===== src/rtl/sync_req_arbiter_pkg.sv =====
// Shared types and helpers for the synchronizing round-robin request arbiter.
package sync_req_arbiter_pkg;

    // Arbiter FSM states.
    typedef enum logic [1:0] {
        IDLE  = 2'd0,
        START = 2'd1,
        BUSY  = 2'd2,
        ACK   = 2'd3
    } state_e;

    // Watchdog limit used when the timeout build option is enabled.
    localparam int DEFAULT_TIMEOUT_CYCLES = 1024;

    // Index width for n items, never narrower than one bit.
    function automatic int clog2_min1(input int n);
        return (n <= 2) ? 1 : $clog2(n);
    endfunction

endpackage


===== src/rtl/req_sync_chain.sv =====
// Single-bit level synchronizer: STAGES flops in series, all reset to 0.
module req_sync_chain #(
    parameter int STAGES = 2
) (
    input  logic clock,
    input  logic rst_n,
    input  logic d_i,
    output logic q_o
);

    logic [STAGES-1:0] sync_q;

    // Shift the asynchronous level through the flop chain.
    always_ff @(posedge clock or negedge rst_n) begin
        if (!rst_n) begin
            sync_q <= '0;
        end else begin
            // NOTE: non-blocking so each stage takes the previous stage's old value on the same edge.
            sync_q <= {sync_q[STAGES-2:0], d_i};
        end
    end

    assign q_o = sync_q[STAGES-1];

endmodule


===== src/rtl/sync_req_arbiter.sv =====
// Round-robin arbiter granting one shared local resource to NUM_REQ requesters
// that talk a 4-phase req/ack level handshake from foreign clock domains.
// Requests are synchronized internally; acks are registered levels.
// Build option: define SYNC_REQ_ARBITER_TIMEOUT_EN to add a watchdog that
// aborts a resource operation lasting TIMEOUT_CYCLES clocks.
module sync_req_arbiter
    import sync_req_arbiter_pkg::*;
#(
    parameter int  NUM_REQ        = 4,
    parameter int  SYNC_STAGES    = 2,
    parameter int  TIMEOUT_CYCLES = DEFAULT_TIMEOUT_CYCLES,
    localparam int SEL_W          = clog2_min1(NUM_REQ)
) (
    input  logic               clock,
    input  logic               rst_n,
    input  logic [NUM_REQ-1:0] req_async,
    output logic [NUM_REQ-1:0] ack,
    output logic               res_start,
    output logic [SEL_W-1:0]   res_sel,
    output logic [NUM_REQ-1:0] grant,
    input  logic               res_done,
    output logic               busy,
    output logic               res_abort,
    output logic               err_timeout
);

    // Elaboration-time parameter sanity checks.
    if (NUM_REQ < 2 || NUM_REQ > 8) begin : g_bad_num_req
        $error("sync_req_arbiter: NUM_REQ must be in 2..8");
    end
    if (SYNC_STAGES < 2) begin : g_bad_sync_stages
        $error("sync_req_arbiter: SYNC_STAGES must be at least 2");
    end
    if (TIMEOUT_CYCLES < 2) begin : g_bad_timeout
        $error("sync_req_arbiter: TIMEOUT_CYCLES must be at least 2");
    end

    state_e             state_q;
    logic [SEL_W-1:0]   rr_ptr_q;
    logic [SEL_W-1:0]   sel_q;
    logic [NUM_REQ-1:0] grant_q;
    logic [NUM_REQ-1:0] ack_q;
    logic               res_start_q;

    logic [NUM_REQ-1:0] req_sync;
    logic               hi_found;
    logic               lo_found;
    logic [SEL_W-1:0]   hi_idx;
    logic [SEL_W-1:0]   lo_idx;
    logic               win_found;
    logic [SEL_W-1:0]   win_idx;
    logic               timeout_hit;

    for (genvar i = 0; i < NUM_REQ; i++) begin : g_sync
        req_sync_chain #(
            .STAGES(SYNC_STAGES)
        ) u_sync (
            .clock(clock),
            .rst_n(rst_n),
            .d_i  (req_async[i]),
            .q_o  (req_sync[i])
        );
    end

    // Round-robin pick: lowest requester above rr_ptr, else lowest at or below it.
    always_comb begin
        // NOTE: every variable gets a default first so no path can infer a latch.
        hi_found = 1'b0;
        lo_found = 1'b0;
        hi_idx   = '0;
        lo_idx   = '0;
        for (int i = NUM_REQ - 1; i >= 0; i--) begin
            if (req_sync[i]) begin
                if (i > int'(rr_ptr_q)) begin
                    hi_found = 1'b1;
                    hi_idx   = SEL_W'(i);
                end else begin
                    lo_found = 1'b1;
                    lo_idx   = SEL_W'(i);
                end
            end
        end
        win_found = hi_found | lo_found;
        win_idx   = hi_found ? hi_idx : lo_idx;
    end

    // Arbitration FSM with registered grant, select, start pulse and ack.
    always_ff @(posedge clock or negedge rst_n) begin
        if (!rst_n) begin
            state_q     <= IDLE;
            rr_ptr_q    <= SEL_W'(NUM_REQ - 1);
            sel_q       <= '0;
            grant_q     <= '0;
            ack_q       <= '0;
            res_start_q <= 1'b0;
        end else begin
            res_start_q <= 1'b0;
            case (state_q)
                IDLE: begin
                    if (win_found) begin
                        state_q     <= START;
                        sel_q       <= win_idx;
                        grant_q     <= NUM_REQ'(1) << win_idx;
                        res_start_q <= 1'b1;
                    end
                end
                START, BUSY: begin
                    if (res_done || timeout_hit) begin
                        state_q <= ACK;
                        ack_q   <= grant_q;
                    end else begin
                        state_q <= BUSY;
                    end
                end
                ACK: begin
                    if (!req_sync[sel_q]) begin
                        state_q  <= IDLE;
                        ack_q    <= '0;
                        grant_q  <= '0;
                        rr_ptr_q <= sel_q;
                    end
                end
                default: state_q <= IDLE;
            endcase
        end
    end

`ifdef SYNC_REQ_ARBITER_TIMEOUT_EN
    localparam int               CNT_W    = clog2_min1(TIMEOUT_CYCLES);
    localparam logic [CNT_W-1:0] CNT_LAST = CNT_W'(TIMEOUT_CYCLES - 1);

    logic [CNT_W-1:0] tmo_cnt_q;
    logic             res_abort_q;
    logic             err_timeout_q;

    // A res_done arriving on the final count still completes normally.
    assign timeout_hit = ((state_q == START) || (state_q == BUSY)) && !res_done
                         && (tmo_cnt_q == CNT_LAST);

    // Watchdog counter, abort pulse and sticky timeout flag.
    always_ff @(posedge clock or negedge rst_n) begin
        if (!rst_n) begin
            tmo_cnt_q     <= '0;
            res_abort_q   <= 1'b0;
            err_timeout_q <= 1'b0;
        end else begin
            res_abort_q <= timeout_hit;
            if (timeout_hit) begin
                err_timeout_q <= 1'b1;
            end
            if (state_q == IDLE && win_found) begin
                tmo_cnt_q <= '0;
            end else if (state_q == START || state_q == BUSY) begin
                tmo_cnt_q <= tmo_cnt_q + CNT_W'(1);
            end
        end
    end

    assign res_abort   = res_abort_q;
    assign err_timeout = err_timeout_q;
`else
    assign timeout_hit = 1'b0;
    assign res_abort   = 1'b0;
    assign err_timeout = 1'b0;
`endif

    assign ack       = ack_q;
    assign grant     = grant_q;
    assign res_sel   = sel_q;
    assign res_start = res_start_q;
    assign busy      = (state_q != IDLE);

endmodule

===== config.mk =====
export PLATFORM = sky130hd
export DESIGN_NAME = sync_req_arbiter
export DESIGN_NICKNAME = d
export VERILOG_FILES = /design/src/rtl/sync_req_arbiter_pkg.sv /design/src/rtl/req_sync_chain.sv /design/src/rtl/sync_req_arbiter.sv
export SDC_FILE = /design/constraint.sdc
export NUM_CORES = 1
export LEC_CHECK = 0
export CAP_MARGIN = 30
export CORE_ASPECT_RATIO = 0.8
export CORE_UTILIZATION = 50
export DETAILED_ROUTE_END_ITERATION = 7
export PLACE_DENSITY = 0.78
export RECOVER_POWER = 50
export SLEW_MARGIN = 25
export SYNTH_ARGS = -nofsm -noshare
export SYNTH_HDL_FRONTEND = slang
export SYNTH_SLANG_ARGS = --single-unit

===== constraint.sdc =====
create_clock -name clock -period 5.31 [get_ports clock]
set_clock_uncertainty 0.15 [all_clocks]
set_input_delay 1.062 -clock clock [delete_from_list [all_inputs] [get_ports clock]]
set_output_delay 1.062 -clock clock [all_outputs]
set_load 0.01 [all_outputs]

After elaboration in Yosys (flattened, before gate mapping)
Cells that the tools add are included.
{"block": "word_totals", "out_inout_bits": 14, "in_bits": 7, "regBits": 23}
{"block": "op_classes", "bitwise_logic": 2, "order_cmp": 4, "reduce_logical": 10, "muxes": 40, "n_shift": 1, "n_eq_ne": 6}
{"op": "two-way mux 2 bit", "count": 16}
{"op": "two-way mux 1 bit", "count": 17}
{"op": "one-hot mux 4 bit (2 select lines)", "count": 2}
{"op": "two-way mux 4 bit", "count": 3}
{"op": "!= test 2 bit, second input constant", "count": 3}
{"op": "one-hot mux 2 bit (3 select lines)", "count": 1}
{"op": "AND reduction 2 bit", "count": 3}
{"op": "AND reduction 3 bit", "count": 2}
{"op": "nonzero test 2 bit", "count": 3}
{"op": "== test 2 bit, second input constant", "count": 2}
{"op": "greater-than comparator 2 bit, first input constant", "count": 2}
{"op": "left shift 1 x 2 -> 4 bit, first input constant", "count": 1}
{"op": "< comparator 2 x 3 -> 1 bit, second input constant", "count": 1}
{"op": "binary-select mux 1 bit (select 2 bit)", "count": 1}
{"op": "== test 2 x 1 -> 1 bit, second input constant", "count": 1}
{"op": "greater-than comparator 1 x 2 -> 1 bit, first input constant", "count": 1}
{"op": "zero test 2 bit", "count": 1}
{"op": "OR reduction 2 bit", "count": 1}
{"op": "NOT 1 bit", "count": 1}
{"op": "OR 1 bit", "count": 1}

Logic depth before layout (Yosys ltp)
Gate-level depths: netlist of run 1.
{"block": "depth", "depth_word": 12, "depth_mapped": 6, "depth_no_buf": 6}

Modules after synthesis
From an unflattened synthesis of run 1, not the netlist that was laid out.
{"block": "hier_totals", "hier_cells": 90, "area_unflattened_um2": 1026.0}
{"module": "sync_req_arbiter", "seq_area_each_um2": 377.9, "instances": 1, "area_per_inst_um2": 825.8, "cells_per_inst": 82}
{"module": "req_sync_chain", "seq_area_each_um2": 50.0, "instances": 4, "area_per_inst_um2": 50.0, "cells_per_inst": 2}

Least setup slack after synthesis of run 1
No wires, ideal clock.
{"block": "synth_timing", "path_kind": "reg-to-output", "start": "register state_q[0]", "end": "output port busy", "t_arrival_ps": 711, "n_path_buf": 0, "stages_incl_launch_ff": 4, "setup_slack_ps": 3387, "t_required_ps": 4098, "path_cell_list": "dfrtp_1 > inv_1 > ha_1 > inv_1"}
{"block": "synth_via", "elab_chain_cells": 1}
{"item": "start: declaration", "line": "sync_req_arbiter.sv:38", "text": "state_e state_q;"}
{"item": "start signal: assignment", "line": "sync_req_arbiter.sv:90", "text": "state_q <= IDLE;"}
{"item": "start signal: assignment", "line": "sync_req_arbiter.sv:101", "text": "state_q <= START;"}
{"item": "start signal: assignment", "line": "sync_req_arbiter.sv:109", "text": "state_q <= ACK;"}
{"item": "nonzero test 2 bit", "line": "sync_req_arbiter.sv:171", "text": "assign busy = (state_q != IDLE);"}
{"item": "end: declaration", "line": "sync_req_arbiter.sv:22", "text": "output logic busy,"}
Every way passes these cells.

Worst setup path in the final report of run 1
Same ends and word-level chain as after synthesis.

==> results.json, run 1 <==
{
  "ys.flop_type": "dfrtp_1",
  "grtUsageMet2_pct": 34.2,
  "clockBufferDepth": 2,
  "setup-violations-final": 0,
  "grt.busiest_layer": "met2",
  "synth_edf_count": 0,
  "n_antenna_cell": 0,
  "nFillCells": 157,
  "vias": 797,
  "final-hold-violation-count": 0,
  "cts_tree": "done",
  "drtPass1Iterations": 4,
  "max_clock_freq_mhz": 357,
  "cts_setup_buffers": 0,
  "utilization_pct": 64.9,
  "relSlewSlack_pct": 22.4,
  "gp_congestion": 0.777,
  "syn_area_per_cell_um2": 11.3,
  "path_clk_slew_ns": 0.12,
  "io_buffer_count": 18,
  "end_kind": "output pin",
  "slew_viol_final": 0,
  "arrival_ns": 1.59,
  "setup_ws_ns": 2.51,
  "synth_area_leader_cell": "dfrtp_1",
  "dpl_worst_slack_ns": 2.86,
  "clock-sinks": 23,
  "syn_inst": 91,
  "hp-class": "reg -> reg",
  "vias_per_cell": 5.95,
  "setup_tns_ns": 0,
  "dieArea_um2": 2250,
  "ant_nets": 0,
  "use_met3_pct": 6.88,
  "ir_drop_mv": 0.371,
  "grt_pass1_vias": 775,
  "rsz0062_at_grt": "no",
  "syn_area_um2": 1030,
  "cts_root_buf": "clkbuf_4",
  "period_share_pct": 52.7,
  "yosysMostFrequentCell": "dfrtp_1",
  "route.detailed.drc": 0,
  "grt_pass1_wl_mm": 3.69,
  "clock_latency_ns": 0.31,
  "finalCriticalPeriod_ns": 2.80,
  "h-tree-depth": 1,
  "synth_seq_cells": 23,
  "cts_hold_buffers": 0,
  "drive_above_1_share_pct": 10.0,
  "rows": 14,
  "drtIter0Drc": 34,
  "p_leak_nw": 0.559,
  "power.total_mw": 0.709,
  "synth.distinct_cells": 29,
  "yosysSeqAreaShare_pct": 56.1,
  "synth.top_cells.by_count": "21 x dfrtp_1, 9 x nand2_1, 7 x a21oi_1",
  "seq_area_um2": 578,
  "die_height_um": 42.6,
  "track_usage_pct": 23.7,
  "cp.required_ns": 4.10,
  "fp.dieW_um": 52.8,
  "core_um2": 1910,
  "yosys_warnings": 0,
  "initial_utilization_pct": 54.0,
  "cts_inserted_buffers": 3,
  "yosysTopAreaCellShare_pct": 51.0,
  "dpl.hpwl_mm": 1.56,
  "crit_fanout": 5,
  "post_drt_wl_per_cell_um": 15.7,
  "worst_slew_pin_slew_ns": 1.16,
  "outcome": "completed",
  "multi_input_area_um2": 407,
  "synthTopCellsByArea": "dfrtp_1 51%, dfstp_2 5.1%, a21oi_1 3.4%",
  "crit_type": "reg -> out",
  "cap_violations": 0,
  "grt_max_degree": 24,
  "final_nets": 120,
  "overflow": 0,
  "cp-start-kind": "register",
  "ctsResizeCount": 0,
  "met1_usage_pct": 33.6,
  "antenna_found_initial": 0,
  "powerDensity_nw_per_um2": 572,
  "async_flop_share_pct": 100,
  "routed_wl_mm": 2.11,
  "syn_to_final_growth_pct": 20.1,
  "ioPinCount": 21
}
==> worst max-delay path: stages, from the launching register on <==
cell	delay, ns
dfrtp_1	0.39
inv_1	0.06
ha_1	0.24
inv_1	0.06
clkdlybuf4s50_1	0.52
==> metrics by stage <==
| stage | hold WS (ns) | cell area (um^2) | instances |
|---|---|---|---|
| 6_report | 0.211 | 1240 | 134 |
| 5_1_grt | 0.224 | 1240 | 134 |
| 4_1_cts | 0.214 | 1240 | 134 |
| 3_5_place_dp | 0.186 | 1220 | 130 |
| 3_3_place_gp | 0.182 | 1220 | 130 |
| 2_1_floorplan | 0.181 | 1030 | 92 |
==> final timing paths <==
path	slack, ns	startpoint	cells after the start	to
max in group asynchronous	3.52	rst_n	1	ack[1]$_DFFE_PN0P_
min in group asynchronous	0.79	rst_n	1	ack[2]$_DFFE_PN0P_
min	0.21	g_sync[0].u_sync.sync_q[0]$_DFF_PN0_	0	g_sync[0].u_sync.sync_q[1]$_DFF_PN0_
max reg2reg	3.29	g_sync[1].u_sync.sync_q[1]$_DFF_PN0_	4	grant[0]$_DFFE_PN0P_
max	2.51	state_q[0]$_DFFE_PN0P_	4	busy
min reg2reg	0.21	g_sync[0].u_sync.sync_q[0]$_DFF_PN0_	0	g_sync[0].u_sync.sync_q[1]$_DFF_PN0_
==> cells in the final DEF, fill, tap and decap left out, types with 2 or more instances in the layout <==
master	n
a21oi_1	7
a32o_1	3
and3_1	4
clkbuf_4	3
clkdlybuf4s50_1	15
conb_1	2
dfrtp_1	21
dfstp_2	2
dlygate4sd3_1	2
ha_1	2
inv_1	6
mux2i_1	3
nand2_1	9
nand2b_1	3
nor2_1	4
o21ai_0	4
o2bb2ai_1	4
o41ai_1	2
==> power by group <==
part | total [mW] | switching [mW] | internal [mW] | leakage, nW
clock | 0.0793 | 0.0511 | 0.0282 | 0.0177
combinational | 0.342 | 0.177 | 0.165 | 0.257
sequential | 0.288 | 0.0528 | 0.235 | 0.284
==> cell type report <==
| class | count | share of cell area [%] |
|---|---|---|
| sequential | 23 | 46.7 |
| multi-input combinational | 59 | 32.8 |
| timing repair buffer | 18 | 14.0 |
| tap | 24 | 2.42 |
| clock buffer | 3 | 1.82 |
| inverter | 6 | 1.82 |
| clock inverter | 1 | 0.404 |
==> state kept, by name (all words and copies together), names as in the netlist <==
name and cells:
ack 4, g_sync.u_sync.sync_q 8, grant 4, res_sel 2
res_start 1, rr_ptr_q 2, state_q 2
==> per-layer routing <==
layer / vias up / share of wire, %
li1: 366 / -
met1: 389 / 46
met2: 33 / 46
met3: 9 / 5.3
met4: 0 / 2.7
met5: - / 0
==> kinds of logic (layout without fill, tap and decap cells) <==
group | Yosys count | count (layout) | synth area share (%)
compound gates | 25 | 25 | 17.6
fa+ha+maj | 2 | 2 | 2.43
buf+inv | 10 | 28 | 4.85
flops | 23 | 23 | 56.1
mux | 5 | 5 | 6.19
other cells | 1 | 2 | 0.364
simple gates | 25 | 25 | 12.5
(Power assumes the default switching activity.)
==> inputs of run 2 (changes only) <==
--- a/config.mk
+++ b/config.mk
@@ -7,9 +7,9 @@
 export LEC_CHECK = 0
 export CAP_MARGIN = 30
 export CORE_ASPECT_RATIO = 0.8
-export CORE_UTILIZATION = 50
+export CORE_UTILIZATION = 44
 export DETAILED_ROUTE_END_ITERATION = 7
-export PLACE_DENSITY = 0.78
+export PLACE_DENSITY = 0.73
 export RECOVER_POWER = 50
 export SLEW_MARGIN = 25
 export SYNTH_ARGS = -nofsm -noshare
==> constraint.sdc (replaced) <==
create_clock -name clock -period 2.3 [get_ports clock]
set_clock_uncertainty 0.15 [all_clocks]
set_input_delay 0.46 -clock clock [delete_from_list [all_inputs] [get_ports clock]]
set_output_delay 0.46 -clock clock [all_outputs]
set_load 0.01 [all_outputs]
==> run 2 against run 1 <==
- sequential share of layout area shrank 1.1 points
- die area grew 13%
- global-route usage shrank 6.6 points
- critical path depth is the same
- combinational power grew 130%
- clock power grew 140%
- worst hold slack gained 0.0016 ns
==> results.json, run 2 (synthesized netlist as in run 1, its figures left out) <==
{
  "outcome": "completed",
  "final_cell_count_no_fill": 138,
  "final-hold-violation-count": 0,
  "period_share_pct": 94.3,
  "largest_register_ffs": 8,
  "grt_pass1_vias": 661,
  "gp_congestion": 0.866,
  "syn_to_final_growth_pct": 22.9,
  "path_clk_slew_ns": 0.13,
  "post_drt_wl_per_cell_um": 13.8,
  "arrival_ns": 1.56,
  "clock_latency_ns": 0.32,
  "cts_root_buf": "clkbuf_4",
  "cts_tree": "done",
  "rows": 15,
  "route.detailed.drc": 0,
  "slew_viol_final": 0,
  "dpl_worst_slack_ns": 0.438,
  "final_nets": 123,
  "core_um2": 2180,
  "dpl.hpwl_mm": 1.38,
  "final_cell_mix": "21 x dfrtp_1, 13 x clkdlybuf4s50_1, 9 x nand2_1, 7 x a21oi_1, 6 x inv_1",
  "overflow": 0,
  "end_kind": "output pin",
  "crit_type": "reg -> out",
  "cap_violations": 0,
  "setup-violations-final": 0,
  "hp-class": "reg -> reg",
  "dieArea_um2": 2540,
  "grt_pass1_wl_mm": 3.17,
  "antenna_found_initial": 0,
  "ioPinCount": 21,
  "ctsResizeCount": 0,
  "vias_per_cell": 5.70,
  "track_usage_pct": 17.1,
  "max_clock_freq_mhz": 461,
  "drtIter0Drc": 29,
  "p_leak_nw": 0.569,
  "layout.cells.most_common": "dfrtp_1",
  "h-tree-depth": 1,
  "setup_ws_ns": 0.130,
  "clockBufferDepth": 2,
  "drive_above_1_share_pct": 11.5,
  "cts_inserted_buffers": 3,
  "vias": 787,
  "n_antenna_cell": 0,
  "routed_wl_mm": 1.91,
  "initial_utilization_pct": 47.4,
  "ant_nets": 0,
  "setup_tns_ns": 0,
  "crit_fanout": 5,
  "cp-start-kind": "register",
  "grt_max_degree": 24,
  "ir_drop_mv": 0.675,
  "rsz0062_at_grt": "no",
  "dp.cells": 133,
  "worst_slew_pin_slew_ns": 1.17,
  "powerDensity_nw_per_um2": 1290,
  "power.total_mw": 1.64,
  "relSlewSlack_pct": 22.2,
  "drtPass1Iterations": 4,
  "die_height_um": 45.3,
  "clock-sinks": 23,
  "top_register": "g_sync.u_sync.sync_q",
  "finalCriticalPeriod_ns": 2.17,
  "cp.required_ns": 1.69,
  "fp.dieW_um": 56.1,
  "io_buffer_count": 18
}
run 2: critical path, stage by stage, from the launching register on:
cell and delay [ns]:
dfrtp_1 0.36, inv_1 0.06, ha_1 0.24, inv_1 0.07, clkdlybuf4s50_1 0.52
run 2: timing repair:
action	in CTS	in global routing
setup endpoints to repair	0	1
hold buffers	0	0
buffers inserted	0	1
run 2: routing by layer:
| metal | vias to the layer above | global-route usage, % | routed length [um] |
|---|---|---|---|
| met3 | 4 | 5.44 | 137 |
| met2 | 28 | 22.6 | 839 |
| li1 | 370 | - | - |
| met5 | - | 0 | 0 |
| met1 | 385 | 26.1 | 906 |
| met4 | 0 | 5.85 | 23 |
run 2: metrics by stage:
step	hold WS (ns)	utilization, %	area (um^2)
after detailed placement	0.185	56.7	1230
final	0.213	58.2	1270
after floorplan	0.0144	-	1030
after global routing	0.224	58.2	1270
after global placement	0.184	56.7	1230
after CTS	0.215	58.0	1260
run 2: layout make-up:
| class | instances | area (um^2) |
|---|---|---|
| Clock inverter | 1 | 7.51 |
| Sequential cell | 23 | 578 |
| Multi-Input combinational cell | 59 | 407 |
| Timing Repair Buffer | 21 | 199 |
| Tap cell | 25 | 31.3 |
| Fill cell | 191 | 910 |
| Inverter | 6 | 22.5 |
| Clock buffer | 3 | 22.5 |
run 2: path summary, 6_finish.rpt:
check / startpoint / end / slack (ns) / depth (start not counted)
min in group asynchronous: rst_n / g_sync[0].u_sync.sync_q[0]$_DFF_PN0_ / 0.72 / 2
hold / removal: g_sync[0].u_sync.sync_q[0]$_DFF_PN0_ / g_sync[0].u_sync.sync_q[1]$_DFF_PN0_ / 0.21 / 0
setup reg to reg: res_sel[0]$_DFFE_PN0P_ / grant[0]$_DFFE_PN0P_ / 0.47 / 3
setup / recovery: state_q[1]$_DFFE_PN0P_ / busy / 0.13 / 4
hold reg to reg: g_sync[0].u_sync.sync_q[0]$_DFF_PN0_ / g_sync[0].u_sync.sync_q[1]$_DFF_PN0_ / 0.21 / 0
max in group asynchronous: rst_n / res_sel[1]$_DFFE_PN0P_ / 0.57 / 2
run 2: power by group:
part	internal, mW	switching (mW)	leakage [nW]
Clock	0.0665	0.122	0.0139
Combinational	0.400	0.396	0.271
Sequential	0.542	0.112	0.284
